[config.mk]
export PLATFORM = sky130hd
export DESIGN_NAME = accumulator_loader
export DESIGN_NICKNAME = d
export VERILOG_FILES = /design/src/rtl/accumulator_loader.sv
export SDC_FILE = /design/constraint.sdc
export NUM_CORES = 1
export LEC_CHECK = 0
export CAP_MARGIN = 15
export CORE_ASPECT_RATIO = 1.4
export CORE_MARGIN = 2
export CORE_UTILIZATION = 30
export DETAILED_ROUTE_END_ITERATION = 10
export PLACE_DENSITY = 0.54
export SETUP_SLACK_MARGIN = 0.1
export SLEW_MARGIN = 20
export SYNTH_ARGS = -nofsm -noshare
export SYNTH_HDL_FRONTEND = slang
export SYNTH_SLANG_ARGS = --single-unit
[constraint.sdc]
create_clock -name proc_clk -period 6.5 [get_ports proc_clk]
set_input_delay 1.3 -clock proc_clk [delete_from_list [all_inputs] [get_ports proc_clk]]
set_output_delay 1.3 -clock proc_clk [all_outputs]
set_load 0.005 [all_outputs]
[src/rtl/accumulator_loader.sv]
// accumulator_loader
// Feeds operand words into the accumulator memory. Words from the source go
// into a small FIFO. While a batch is active, they are issued one per cycle
// on a load bus where a nonzero value means "one valid word". Issue pauses
// while the memory reports full, and the batch ends after NUM_WORDS words.
// A zero word cannot be shown on the load bus, so accepted zeros are counted
// and dropped instead of being queued.

module accumulator_loader #(
  parameter int WIDTH     = 32,
  parameter int DEPTH     = 8,
  parameter int NUM_WORDS = 16
) (
  input  logic             proc_clk,
  input  logic             reset,
  input  logic             in_valid,
  input  logic [WIDTH-1:0] in_data,
  output logic             in_ready,
  input  logic             start,
  input  logic             mem_full,
  output logic [WIDTH-1:0] load_out,
  output logic             busy,
  output logic             done,
  output logic [7:0]       issued_count,
  output logic [7:0]       zero_drops
);

  localparam int AW = $clog2(DEPTH);
  localparam logic [AW:0] FULL_CNT = (AW+1)'(DEPTH);
  localparam logic [AW:0] CNT_ONE  = (AW+1)'(1);
  localparam logic [AW-1:0] PTR_ONE = AW'(1);
  localparam logic [7:0] LAST_IDX = 8'(NUM_WORDS - 1);

  typedef enum logic [1:0] {
    ST_IDLE = 2'd0,
    ST_LOAD = 2'd1,
    ST_DONE = 2'd2
  } state_t;

  state_t           r_state;
  state_t           w_state_next;
  logic [WIDTH-1:0] r_mem [DEPTH];
  logic [AW-1:0]    r_wptr;
  logic [AW-1:0]    r_rptr;
  logic [AW:0]      r_count;
  logic [WIDTH-1:0] r_load;
  logic             r_busy;
  logic             r_done;
  logic [7:0]       r_issued;
  logic [7:0]       r_zero_drops;

  logic w_accept;
  logic w_push;
  logic w_zero;
  logic w_pop;
  logic w_last;
  logic w_clear_issued;

  // in_ready comes straight from the registered occupancy, in every state.
  assign in_ready = (r_count < FULL_CNT);

  assign w_accept = in_valid & in_ready;
  assign w_push   = w_accept & (in_data != {WIDTH{1'b0}});
  assign w_zero   = w_accept & (in_data == {WIDTH{1'b0}});
  // A pop takes the head only. A word pushed in the same cycle is never bypassed.
  assign w_pop    = (r_state == ST_LOAD) & (r_count != {(AW+1){1'b0}}) & ~mem_full;
  assign w_last   = w_pop & (r_issued == LAST_IDX);

  assign load_out     = r_load;
  assign busy         = r_busy;
  assign done         = r_done;
  assign issued_count = r_issued;
  assign zero_drops   = r_zero_drops;

  // Next-state logic for the batch controller; start is ignored while loading.
  always_comb begin
    w_state_next   = r_state;
    w_clear_issued = 1'b0;
    case (r_state)
      ST_IDLE: begin
        if (start) begin
          w_state_next = ST_LOAD;
        end else begin
          w_state_next = ST_IDLE;
        end
      end
      ST_LOAD: begin
        if (w_last) begin
          w_state_next = ST_DONE;
        end else begin
          w_state_next = ST_LOAD;
        end
      end
      ST_DONE: begin
        if (start) begin
          w_state_next   = ST_LOAD;
          w_clear_issued = 1'b1;
        end else begin
          w_state_next = ST_DONE;
        end
      end
      default: begin
        w_state_next = ST_IDLE;
      end
    endcase
  end

  // State register, plus busy/done registered to match the state they flag.
  always_ff @(posedge proc_clk) begin
    if (reset) begin
      r_state <= ST_IDLE;
      r_busy  <= 1'b0;
      r_done  <= 1'b0;
    end else begin
      r_state <= w_state_next;
      r_busy  <= (w_state_next == ST_LOAD);
      r_done  <= (w_state_next == ST_DONE);
    end
  end

  // FIFO storage. No reset is needed because reset flushes the pointers.
  always_ff @(posedge proc_clk) begin
    if (w_push) begin
      r_mem[r_wptr] <= in_data;
    end
  end

  // FIFO pointers wrap naturally; occupancy is kept as a separate counter.
  always_ff @(posedge proc_clk) begin
    if (reset) begin
      r_wptr  <= {AW{1'b0}};
      r_rptr  <= {AW{1'b0}};
      r_count <= {(AW+1){1'b0}};
    end else begin
      if (w_push) begin
        r_wptr <= r_wptr + PTR_ONE;
      end
      if (w_pop) begin
        r_rptr <= r_rptr + PTR_ONE;
      end
      case ({w_push, w_pop})
        2'b10:   r_count <= r_count + CNT_ONE;
        2'b01:   r_count <= r_count - CNT_ONE;
        default: r_count <= r_count;
      endcase
    end
  end

  // Load bus: a popped word is shown for exactly one cycle, otherwise zero.
  always_ff @(posedge proc_clk) begin
    if (reset) begin
      r_load <= {WIDTH{1'b0}};
    end else if (w_pop) begin
      r_load <= r_mem[r_rptr];
    end else begin
      r_load <= {WIDTH{1'b0}};
    end
  end

  // Count of words issued in the current batch; it restarts when DONE is left.
  always_ff @(posedge proc_clk) begin
    if (reset) begin
      r_issued <= 8'd0;
    end else if (w_clear_issued) begin
      r_issued <= 8'd0;
    end else if (w_pop) begin
      r_issued <= r_issued + 8'd1;
    end
  end

  // Saturating count of zero words that were accepted and then discarded.
  always_ff @(posedge proc_clk) begin
    if (reset) begin
      r_zero_drops <= 8'd0;
    end else if (w_zero && (r_zero_drops != 8'hFF)) begin
      r_zero_drops <= r_zero_drops + 8'd1;
    end
  end

endmodule
==> impl_metrics.py <==
metrics = {
    "setup_path": {
        "reg2reg_from": "r_count[3]$_SDFFE_PP0P_",
        "critPathMaxFanout": 12,
        "critical_path_start_type": "input port",
        "critPathArrivalTime_ps": 4660,
        "worst-setup-path-type": "input port to flop",
        "timing.critical_path.to": "r_count[2]$_SDFFE_PP0P_",
        "cp-startpoint": "in_data[28]",
        "rrSetupSlack_ps": 3780,
        "timing.reg2reg.worst_path_depth": 5,
        "crit-reg2reg-capture": "r_mem[2][29]$_DFFE_PP_",
        "critical_path.endpoint_type": "flop",
        "required_ps": 6990,
    },
    "global_routing": {
        "track_usage_pct": 12.3,
        "grt_antenna_before_repair": 1,
        "grt_pass1_wl_um": 38900,
        "overflow_after_grt": 0,
        "grt_pass1_vias": 6439,
        "maximum_number_of_pins_on_one_net_before_global_route_repair": 65,
    },
    "place": {
        "dp_cells": 1229,
        "portBuffers": 87,
        "dp_worst_setup_slack_ps": 1780,
        "routabilityCongestion": 0.682,
        "post_dp_hpwl_um": 13700,
    },
    "finish": {
        "drive_gt1_share_pct": 20.4,
        "final_cells": 1286,
        "finish.net_count": 778,
        "fillers": 3684,
        "antennaDiodeCount": 0,
        "syn2layout_area_growth_pct": 21.6,
    },
    "timing": {
        "finClkSkew_ps": 17.5,
        "report.final.slew_viol_count": 0,
        "fmax_mhz": 240,
        "max-slew-margin-rel_pct": 32.9,
        "unrepaired_setup_endpoints_after_global_routing": "no",
        "actual_transition_at_the_worst_max_transition_pin_ps": 1010,
        "finalWorstSetupSlack_ps": 2340,
        "timing.setup.tns_ps": 0,
        "finalSetupViolations": 0,
        "report.final.hold_viol_count": 0,
        "finalCritPeriodShare_pct": 64.0,
        "finalCriticalPeriod_ps": 4160,
    },
    "yosys": {
        "synth-async-reset-ratio_pct": 0,
        "ys_dominant_reg_cell": "edfxtp_1",
        "synth_fa_ha_area_share_pct": 0.729,
        "yosys-mux-area-fraction_pct": 15.8,
        "synth.yosys.warnings": 0,
        "synthesis.area_sq_um": 12000,
        "synth_top_family_by_area": "multiplexers",
        "synthesis.area_per_instance_sq_um": 19.1,
        "synth-seq-cells": 318,
        "yosys.area_share.simple_pct": 6.11,
        "synth_compound_area_share_pct": 1.08,
        "syn_nets": 673,
        "seq_area_frac_synth_pct": 74.3,
        "synth_cells": 629,
        "synth-edff-count": 256,
        "ys_types": 46,
        "synth_xor_area_share_pct": 0.729,
    },
    "floorplanning": {
        "start_util_pct": 30.4,
        "die_area_sq_um": 41700,
        "core.rowCount": 86,
        "core-area_sq_um": 39500,
        "die_h_um": 241,
        "num_io_pins": 88,
        "die_w_um": 173,
    },
    "min_path": {
        "worst_hold_path.num_cells": 2,
        "hold_path.class": "flop to flop",
    },
    "clocking": {
        "clk_transition_reported_paths_ps": 60,
        "cts_htree_levels": 1,
        "tritoncts.num_buffers": 31,
        "cts_hold_buffers": 0,
        "cts.repair_timing.setup_buffer_count": 0,
        "clock-sinks": 318,
        "post_cts_resized": 0,
        "tritoncts": "yes",
        "worst_skew_pair.late_latency_ps": 560,
        "cts_buffer_depth": 3,
        "root_buffer": "clkbuf_16",
    },
    "power": {
        "irDropWorstVdd_mv": 0.186,
        "power-per-cell-area_nw_per_um2": 296,
        "cellLeakagePower_uw": 0.00455,
    },
    "run_status": {
        "run_status": "finished clean",
    },
    "routing": {
        "detailroute.via_count": 5936,
        "wl_per_cell_um": 19.8,
        "postRouteAntennaNets": 0,
        "detail_route.iter0.violations": 298,
        "detail_route.drc_violations": 0,
        "drt-total-wl_um": 25500,
        "total_iterations_of_the_first_detailed_routing_run": 4,
        "drt-vias-per-instance": 4.62,
    },
    "run": {
        "number_of_max_cap_violations": 0,
    },
}
==> how the worst min path moves through the flow <==
stage                                  from                            to
2_1_floorplan  issued_count[7]$_SDFFE_PP0N_  issued_count[7]$_SDFFE_PP0N_
3_3_place_gp         r_rptr[1]$_SDFFE_PP0N_        r_rptr[1]$_SDFFE_PP0N_
3_5_place_dp         r_rptr[1]$_SDFFE_PP0N_        r_rptr[1]$_SDFFE_PP0N_
4_1_cts              r_rptr[1]$_SDFFE_PP0N_        r_rptr[1]$_SDFFE_PP0N_
5_1_grt              r_rptr[1]$_SDFFE_PP0N_        r_rptr[1]$_SDFFE_PP0N_
6_report             r_rptr[1]$_SDFFE_PP0N_        r_rptr[1]$_SDFFE_PP0N_
==> cell families after synthesis <==
logic type / Yosys count
adders and majority gates: 7
AOI/OAI and AO/OA: 22
xor gates and xnor gates: 10
and+or+nand+nor: 131
DFF: 318
muxes: 109
buffers and inverters: 32
==> synth_stat cells (all sizes together) (2+ instances only) <==
cell    count  share of area, %
o211ai      2              0.12
mux4       64                12
a21oi      10              0.42
buf        19              0.83
xnor2       2              0.15
mux2       10              0.94
nand3       6              0.25
mux2i      35               2.9
xor2        8              0.58
or4         3              0.19
and2        5              0.26
clkbuf      8              0.25
o31ai       2              0.12
inv         5              0.16
o22ai       2              0.10
o21ai       3              0.12
nand2       9              0.34
nor3        6              0.29
nor4       16               1.0
dfxtp      62                10
nand2b      7              0.39
nor2       54               1.7
nor4b       3              0.27
edfxtp    256                64
nand4       8              0.52
ha          7              0.73
nor2b       9              0.47
==> cells in the final DEF (no fill, tap or decap), types with 3 or more instances in the layout <==
cell type          n
nor3_2             5
ha_1               7
mux2_2             4
nor4_2             6
bufinv_16          3
clkbuf_1           4
a21oi_1           10
clkbuf_8           8
nor2b_1            9
nand2b_1           6
inv_1              4
or4_1              3
mux2i_1           35
nand3_1            6
and2_1             5
clkbuf_16         31
nand2_1            8
xor2_1             8
nand4_1            6
clkdlybuf4s50_1   87
buf_4             12
nor2_1            54
nor4b_2            3
edfxtp_1         256
dfxtp_1           59
mux4_2            64
nor4_1            10
mux2_1             6
clkinv_2           6
==> where the power goes <==
group	internal, uW	switching [uW]	leakage (uW)
registers	2250	25.7	0.00283
logic	105	115	0.00120
clock network	1080	754	0.000526
total	3440	894	0.00455
==> worst max-delay path, stage by stage <==
cell	delay, ps
clkdlybuf4s50_1	550
nor4_1	580
nand4_2	430
o21ai_1	240
buf_4	240
ha_1	310
xor2_1	180
ha_1	160
a21oi_1	40
xor2_1	160
or3_1	310
a21oi_1	140
==> per-layer routing <==
metal / up-vias / GRT usage (%) / part of all wire [%] / wire (um)
met3: 38 / 2.24 / 4.1 / 1050
li1: 2712 / - / - / -
met1: 3085 / 14.9 / 41 / 10600
met4: 2 / 3.70 / 2.0 / 503
met5: - / 0 / 0.043 / 11
met2: 99 / 22.5 / 52 / 13300
==> area by class of cell <==
cell class | instances | area, sq um | area share [%]
Timing Repair Buffer | 99 | 961 | 6.57
Tap cell | 528 | 661 | 4.52
Clock buffer | 43 | 901 | 6.16
Clock inverter | 14 | 154 | 1.05
Inverter | 5 | 18.8 | 0.128
Sequential cell | 318 | 8940 | 61.1
Multi-Input combinational cell | 279 | 2990 | 20.4
==> metrics by stage <==
step	cell area (sq um)	util (%)	power [uW]	hold WS, ps
after CTS	14600	37.0	4400	477
final	14600	37.0	4330	477
after global placement	13600	34.4	2540	458
after floorplan	12000	-	2450	481
after detailed placement	13600	34.4	2550	465
after global routing	14600	37.0	4490	495
==> registers in the layout, indices dropped and copies added (netlist names) <==
signal	cells
r_mem	256
r_count	4
issued_count	8
r_wptr	3
r_rptr	3
load_out	32
busy	1
zero_drops	8
r_state	2
done	1
Note: power is estimated with default switching activity, not from simulation.
